## src/rtl/uart_reg_ctrl.sv

```systemverilog
// Byte-command controller between the UART receiver and transmitter: parses
// 'W'/'R' commands, accesses a small register file and returns one response byte.
module uart_reg_ctrl #(
    parameter int          CLK_FREQ       = 100_000_000,
    parameter int          TIMEOUT_CYCLES = CLK_FREQ / 10,
    parameter logic [7:0]  ID_VALUE       = 8'hA5
) (
    input  logic       clk,
    input  logic       rst,
    input  logic [7:0] uart_rx_tdata,
    input  logic       uart_rx_tvalid,
    output logic       uart_rx_tready,
    output logic [7:0] axis_tdata,
    output logic       axis_tvalid,
    input  logic       axis_tready,
    input  logic [7:0] status_in,
    output logic [7:0] leds
);

    // state    | meaning
    // IDLE     | waiting for an opcode byte
    // GET_ADDR | opcode latched, waiting for the address byte
    // GET_DATA | write address latched, waiting for the data byte
    // RESP     | response byte presented to the transmitter

    localparam logic [7:0] OP_WRITE  = 8'h57;
    localparam logic [7:0] OP_READ   = 8'h52;
    localparam logic [7:0] RESP_OK   = 8'h4B;
    localparam logic [7:0] RESP_ERR  = 8'h45;
    localparam logic [7:0] RESP_UNK  = 8'h3F;

    localparam logic [7:0] ADDR_LED     = 8'h00;
    localparam logic [7:0] ADDR_SCRATCH = 8'h01;
    localparam logic [7:0] ADDR_STATUS  = 8'h02;
    localparam logic [7:0] ADDR_ID      = 8'h03;

    localparam int               CNT_W    = $clog2(TIMEOUT_CYCLES + 1);
    localparam logic [CNT_W-1:0] CNT_LAST = CNT_W'(TIMEOUT_CYCLES - 1);
    localparam logic [CNT_W-1:0] CNT_ONE  = CNT_W'(1);

    typedef enum logic [1:0] {
        IDLE     = 2'd0,
        GET_ADDR = 2'd1,
        GET_DATA = 2'd2,
        RESP     = 2'd3
    } state_t;

    state_t           state_q, state_d;
    logic [CNT_W-1:0] cnt_q, cnt_d;
    logic             op_wr_q, op_wr_d;
    logic [7:0]       addr_q, addr_d;
    logic [7:0]       resp_q, resp_d;
    logic [7:0]       led_q, led_d;
    logic [7:0]       scratch_q, scratch_d;
    logic             rx_en_q;

    logic             rx_fire;
    logic             tx_fire;
    logic [7:0]       rd_data;

    // rx_en_q keeps tready low through reset and for the first cycle after it
    assign uart_rx_tready = rx_en_q && (state_q != RESP);
    assign axis_tvalid    = (state_q == RESP);
    assign axis_tdata     = resp_q;
    assign leds           = led_q;

    assign rx_fire = uart_rx_tvalid && uart_rx_tready;
    assign tx_fire = axis_tvalid && axis_tready;

    // Read data is looked up from the incoming address byte, so status_in is
    // captured on the same edge that accepts the address.
    always_comb begin
        rd_data = RESP_ERR;
        unique case (uart_rx_tdata)
            ADDR_LED:     rd_data = led_q;
            ADDR_SCRATCH: rd_data = scratch_q;
            ADDR_STATUS:  rd_data = status_in;
            ADDR_ID:      rd_data = ID_VALUE;
            default:      rd_data = RESP_ERR;
        endcase
    end

    always_comb begin
        state_d   = state_q;
        cnt_d     = cnt_q;
        op_wr_d   = op_wr_q;
        addr_d    = addr_q;
        resp_d    = resp_q;
        led_d     = led_q;
        scratch_d = scratch_q;

        unique case (state_q)
            IDLE: begin
                cnt_d = '0;
                if (rx_fire) begin
                    if (uart_rx_tdata == OP_WRITE) begin
                        op_wr_d = 1'b1;
                        state_d = GET_ADDR;
                    end else if (uart_rx_tdata == OP_READ) begin
                        op_wr_d = 1'b0;
                        state_d = GET_ADDR;
                    end else begin
                        resp_d  = RESP_UNK;
                        state_d = RESP;
                    end
                end
            end

            GET_ADDR: begin
                if (rx_fire) begin
                    cnt_d  = '0;
                    addr_d = uart_rx_tdata;
                    if (op_wr_q) begin
                        state_d = GET_DATA;
                    end else begin
                        resp_d  = rd_data;
                        state_d = RESP;
                    end
                end else if (cnt_q == CNT_LAST) begin
                    cnt_d   = '0;
                    state_d = IDLE;
                end else begin
                    cnt_d = cnt_q + CNT_ONE;
                end
            end

            GET_DATA: begin
                if (rx_fire) begin
                    cnt_d   = '0;
                    state_d = RESP;
                    if (addr_q == ADDR_LED) begin
                        led_d  = uart_rx_tdata;
                        resp_d = RESP_OK;
                    end else if (addr_q == ADDR_SCRATCH) begin
                        scratch_d = uart_rx_tdata;
                        resp_d    = RESP_OK;
                    end else begin
                        resp_d = RESP_ERR;
                    end
                end else if (cnt_q == CNT_LAST) begin
                    cnt_d   = '0;
                    state_d = IDLE;
                end else begin
                    cnt_d = cnt_q + CNT_ONE;
                end
            end

            RESP: begin
                cnt_d = '0;
                if (tx_fire) begin
                    state_d = IDLE;
                end
            end

            default: begin
                cnt_d   = '0;
                state_d = IDLE;
            end
        endcase
    end

    always_ff @(posedge clk) begin
        if (rst) begin
            state_q   <= IDLE;
            cnt_q     <= '0;
            op_wr_q   <= 1'b0;
            addr_q    <= 8'h00;
            resp_q    <= 8'h00;
            led_q     <= 8'h00;
            scratch_q <= 8'h00;
            rx_en_q   <= 1'b0;
        end else begin
            state_q   <= state_d;
            cnt_q     <= cnt_d;
            op_wr_q   <= op_wr_d;
            addr_q    <= addr_d;
            resp_q    <= resp_d;
            led_q     <= led_d;
            scratch_q <= scratch_d;
            rx_en_q   <= 1'b1;
        end
    end

endmodule
```

## config.mk

```make
export PLATFORM = sky130hd
export DESIGN_NAME = uart_reg_ctrl
export DESIGN_NICKNAME = d
export VERILOG_FILES = /design/src/rtl/uart_reg_ctrl.sv
export SDC_FILE = /design/constraint.sdc
export NUM_CORES = 1
export LEC_CHECK = 0
export CORE_MARGIN = 4
export CORE_UTILIZATION = 50
export DETAILED_ROUTE_END_ITERATION = 7
export GPL_TIMING_DRIVEN = 0
export PLACE_DENSITY = 0.76
export SETUP_SLACK_MARGIN = 0.1
export SKIP_CTS_REPAIR_TIMING = 1
export SLEW_MARGIN = 20
export SYNTH_ARGS = -nofsm -noshare
export SYNTH_HDL_FRONTEND = slang
export SYNTH_SLANG_ARGS = --single-unit
```

## constraint.sdc

```tcl
create_clock -name clk -period 2.1 [get_ports clk]
set_input_delay 0.21 -clock clk [delete_from_list [all_inputs] [get_ports clk]]
set_output_delay 0.21 -clock clk [all_outputs]
set_load 0.01 [all_outputs]
```

### Word level (Yosys, flattened, before mapping)

Index checks and enable logic that the tools add are counted.

* bits of input ports: 20
* word-level logic and storage cells: 69
* output and inout bits: 18
* register bits after elaboration: 60

* bitwise logic cells: 1
* reductions and logical operators: 16
* equal/unequal tests: 18
* multiplexer cells: 25
* $add $sub $neg: 1

Operators with widths (count)
* $mux W24: 2
* $mux W8: 6
* $pmux W24 S2: 1
* $pmux W8 S4: 1
* $add A24 B1 Y24 const B: 1
* $eq A24 B24 Y1 const B: 1
* $pmux W8 S3: 1
* $eq A8 B1 Y1 const B: 2
* $eq A8 B2 Y1 const B: 2
* $eq A8 B7 Y1 const B: 2
* $logic_not A8 Y1: 2
* $mux W2: 7
* $ne A2 B2 Y1 const B: 7
* $mux W4: 2
* $pmux W2 S4: 1
* $reduce_and A7 Y1: 1
* $reduce_and A3 Y1: 2
* $eq A2 B2 Y1 const B: 2
* $mux W1: 4
* $reduce_and A2 Y1: 2
* $reduce_and A4 Y1: 1
* $reduce_or A2 Y1: 2
* $logic_and A1 B1 Y1: 3
* $reduce_bool A3 Y1: 1
* 5 further kinds: 5

### Longest topological paths before layout

* word-level depth: 5
* depth in mapped cells: 7
* gate-level depth less buffers: 6

### Worst setup path before layout

OpenSTA, ideal clock, no wires.

* path type: flip-flop to flip-flop
* start point: register state_q[0]
* end point: register resp_q[2], in the netlist axis_tdata[2]
* arrival time: 1.803 ns
* slack: 0.141 ns
* data required time: 1.944 ns
* setup time: 0.156 ns
* path buffers: 0
* period minus slack after synthesis: 1.959 ns
* stages on the path, launching flop included: 7
* cell sequence: dfxtp_1 > inv_1 > ha_1 > or2_2 > a21o_1 > a21oi_1 > a311oi_1

* longest elaborated chain between the ends: 5
* elaborated cells on any way between the ends: 15
* classes of those cells: eq/ne (9); mux (1); reduce/logical (5)

Ends and longest elaborated chain
* start, declared: RTL line 48 `state_t state_q, state_d;`
* start signal, assigned: RTL line 173 `state_q <= state_d;`
* $ne A2 B2 Y1: RTL line 62 `assign uart_rx_tready = rx_en_q && (state_q != RESP);`
* $logic_and A1 B1 Y1: RTL line 62
* $logic_and A1 B1 Y1: RTL line 67 `assign rx_fire = uart_rx_tvalid && uart_rx_tready;`
* $ne A2 B2 Y1 (no line)
* $reduce_and A7 Y1 (no line)
* end signal, assigned: RTL line 177 `resp_q <= resp_d;`
* end, declared: RTL line 52 `logic [7:0] resp_q, resp_d;`

Several ways; a longest one is shown, not always the timed one.
A chain may end at the register's enable or synchronous reset.

### Worst setup path after layout

* start point: register addr_q[6]
* end point: register scratch_q[4]

* longest elaborated chain between the ends: 3
* elaborated cells on any way between the ends: 4
* classes of those cells: eq/ne (1); bitwise (1); reduce/logical (2)

Ends and longest elaborated chain
* start, declared: RTL line 51 `logic [7:0] addr_q, addr_d;`
* start signal, assigned: RTL line 176 `addr_q <= addr_d;`
* $logic_not A8 Y1: RTL line 131 `if (addr_q == ADDR_LED) begin`
* $not A1 Y1 (no line)
* $reduce_and A4 Y1 (no line) (*)
* end signal, assigned: RTL line 179 `scratch_q <= scratch_d;`
* end, declared: RTL line 54 `logic [7:0] scratch_q, scratch_d;`

Mark *: on every way between the ends. The rest lies on a longest branch, timed or not.

==> results.sh <==
export IMPL_status="complete, no violations"
export IMPL_r2r_slack_ps=160
export IMPL_layout_cells_non_filler=469
export IMPL_first_pass_iters=5
export IMPL_drc=0
export IMPL_start_kind="flop"
export IMPL_synth_main_ff_cell="dfxtp_1"
export IMPL_synth_cell_types=55
export IMPL_ys_ff_latch=60
export IMPL_multi_input_area_mm2=0.00178
export IMPL_cts_buffer_depth=2
export IMPL_grt_util_met1=0.272
export IMPL_relSlewSlack=0.615
export IMPL_totalWireLength_um=7870
export IMPL_ir_drop_v=0.000538
export IMPL_async_reset_ff_frac=0
export IMPL_place_congestion=0.888
export IMPL_die_y_um=85.4
export IMPL_timing_rr_start="addr_q[6]$_SDFFE_PP0P_"
export IMPL_hold_viol=0
export IMPL_busiest_layer="met2"
export IMPL_rows=27
export IMPL_antenna_cells=0
export IMPL_dp_cells=448
export IMPL_yosysWarnings=0
export IMPL_setup_viol=0
export IMPL_tns_ps=0
export IMPL_cp_slowest_cell="or4_4"
export IMPL_use_met3=0.0660
export IMPL_synth_compound_area_frac=0.168
export IMPL_cts_root_buffer_cell="clkbuf_8"
export IMPL_cp_arrival_ps=2160
export IMPL_grt_max_degree=11
export IMPL_synth_cells=341
export IMPL_core_mm2=0.00568
export IMPL_yosysMostFrequentCell="dfxtp_1"
export IMPL_crit_path_max_incr_delay_ps=580
export IMPL_skew_ps=8.15
export IMPL_fin_crit_sh=0.926
export IMPL_final_nets=418
export IMPL_drt_iter0_drc=169
export IMPL_grt_setup_unrepaired="yes"
export IMPL_hp_class="in -> reg"
export IMPL_worst_path_max_fanout=8
export IMPL_start_util=0.528
export IMPL_pin_count=38
export IMPL_grt_pass1_wl_um=12200
export IMPL_synth_area_mm2=0.00300
export IMPL_drv_slew=0
export IMPL_vias=2830
export IMPL_power_density_mw_per_mm2=1010
export IMPL_cp_common_cell="or4_4"
export IMPL_cp_end_kind="flop"
export IMPL_synth_xor_area_frac=0.0409
export IMPL_die_width_um=85.4
export IMPL_critical_path_class="reg -> reg"
export IMPL_area_growth_syn_to_layout_pct=26.5
export IMPL_regArea_mm2=0.00120
export IMPL_fmax_ghz=0.514
export IMPL_yosys_area_share_simple=0.244
export IMPL_gr_usage_all_layers=0.212
export IMPL_die_area_mm2=0.00730
export IMPL_cts_made_buffers=9
export IMPL_cts_sinks=60
export IMPL_layout_drive_gt1_share=0.118
export IMPL_cp_required_ps=2320
export IMPL_clkTransAtPathRegs_ps=60
export IMPL_syn_nets=367
export IMPL_synth_commonest_cells="60 x dfxtp_1, 36 x nor2_1, 33 x nand2_1"
export IMPL_htreeDepth=3
export IMPL_cts_tree="done"
export IMPL_synth_top_family_by_area="simple AND/OR/NAND/NOR gates"
export IMPL_hp_start="uart_rx_tdata[0]"
export IMPL_p_leak_nw=1.34
export IMPL_synth_seq_area_share=0.401
export IMPL_worstMarginPinSlew_ps=572
export IMPL_grt_pass1_vias=2574
export IMPL_synth_edff_count=0
export IMPL_via_per_inst=6.03
export IMPL_synth_top_area_frac=0.401
export IMPL_yosys_top_cells_area="dfxtp_1 40%, mux2i_1 8.3%, nor2_1 4.5%"
export IMPL_cap_viol_max_count=0
export IMPL_synthMuxAreaShare=0.0910
export IMPL_antenna_left=0
export IMPL_dp_hpwl_um=5450
export IMPL_numPortBuffers=35
export IMPL_antenna_found_initial=0
export IMPL_syn_area_per_cell_um2=8.79
export IMPL_placed_cell_area_mm2=0.00344
export IMPL_wl_per_cell_um=16.8
export IMPL_grt_util_met2=0.342
export IMPL_fin_crit_ps=1940
export IMPL_overflow=0
export IMPL_yosys_area_top_type="dfxtp_1"
export IMPL_crit_path_start="addr_q[6]$_SDFFE_PP0P_"
export IMPL_clk_latency_ps=350
export IMPL_synth_fa_ha_area_frac=0.0250
export IMPL_fin_area_mm2=0.00379
export IMPL_path_cells="or4_4 > or4_4 > buf_6 > mux2i_1 > nor2_1"
export IMPL_fillers=481
worst paths after layout:
| path | end | cells after the start |
|---|---|---|
| max | scratch_q[4]$_SDFFE_PP0P_ | 5 |
| min | op_wr_q$_SDFFE_PP0P_ | 4 |
| max reg2reg | scratch_q[4]$_SDFFE_PP0P_ | 5 |
| min reg2reg | cnt_q[0]$_SDFF_PP0_ | 1 |
cells by family (layout without fill, tap and decap cells):
kind of cell | after synthesis | after routing
adder cells (fa/ha/maj) | 6 | 6
AND/OR/NAND/NOR | 137 | 137
buffers and inverters | 23 | 79
flip-flops | 60 | 60
multiplexers | 27 | 27
AO/OA/AOI/OAI | 74 | 74
XOR/XNOR | 14 | 14
critical path, delay by kind of cell, from the launching register on:
| kind | cells | cell delay [ps] |
|---|---|---|
| buf+inv | 1 | 170 |
| flops | 1 | 310 |
| mux | 1 | 170 |
| simple gates | 3 | 1160 |
metrics by stage:
stage	hold WS [ps]	util	total power, W	setup slack (ps)
after CTS	327	0.642	0.00366	-243
after floorplan	346	-	0.00219	141
final	335	0.668	0.00383	155
after global routing	345	0.668	0.00403	13.9
after detailed placement	436	0.606	0.00259	-471
after global placement	424	0.606	0.00258	-433
power by group:
group	total [W]	leakage, nW	switching (W)	internal (W)
registers	0.00132	0.486	0.0000737	0.00124
clock network	0.00107	0.102	0.000457	0.000608
logic	0.00145	0.747	0.000787	0.000664
sequential cells by signal (all words and copies together), names as in the netlist:
register    cells
op_wr_q         1
scratch_q       8
leds            8
addr_q          8
axis_tdata      8
state_q         2
cnt_q          24
rx_en_q         1
placed cells by master, fill, tap and decap left out, types with 9 or more instances in the layout:
cell type,count
a21oi_1,22
clkbuf_1,11
clkdlybuf4s50_1,35
nand3_1,9
o31ai_1,10
nor2_1,35
or4_1,9
mux2i_1,25
clkbuf_8,11
dfxtp_1,60
nand2_1,31
layer usage:
layer  wire length (um)  vias to the layer above
met5                  0                        -
met4                121                        0
met3                436                       14
met2               3840                       89
met1               3470                     1365
li1                   -                     1362
layout make-up:
class                      count  area share
multi-input combinational    258       0.471
sequential                    60       0.317
timing repair buffer          40       0.106
clock buffer                  12      0.0409
tap                           72      0.0238
buffer                        16      0.0228
clock inverter                 4      0.0125
inverter                       7     0.00693
(Power assumes the default switching activity.)
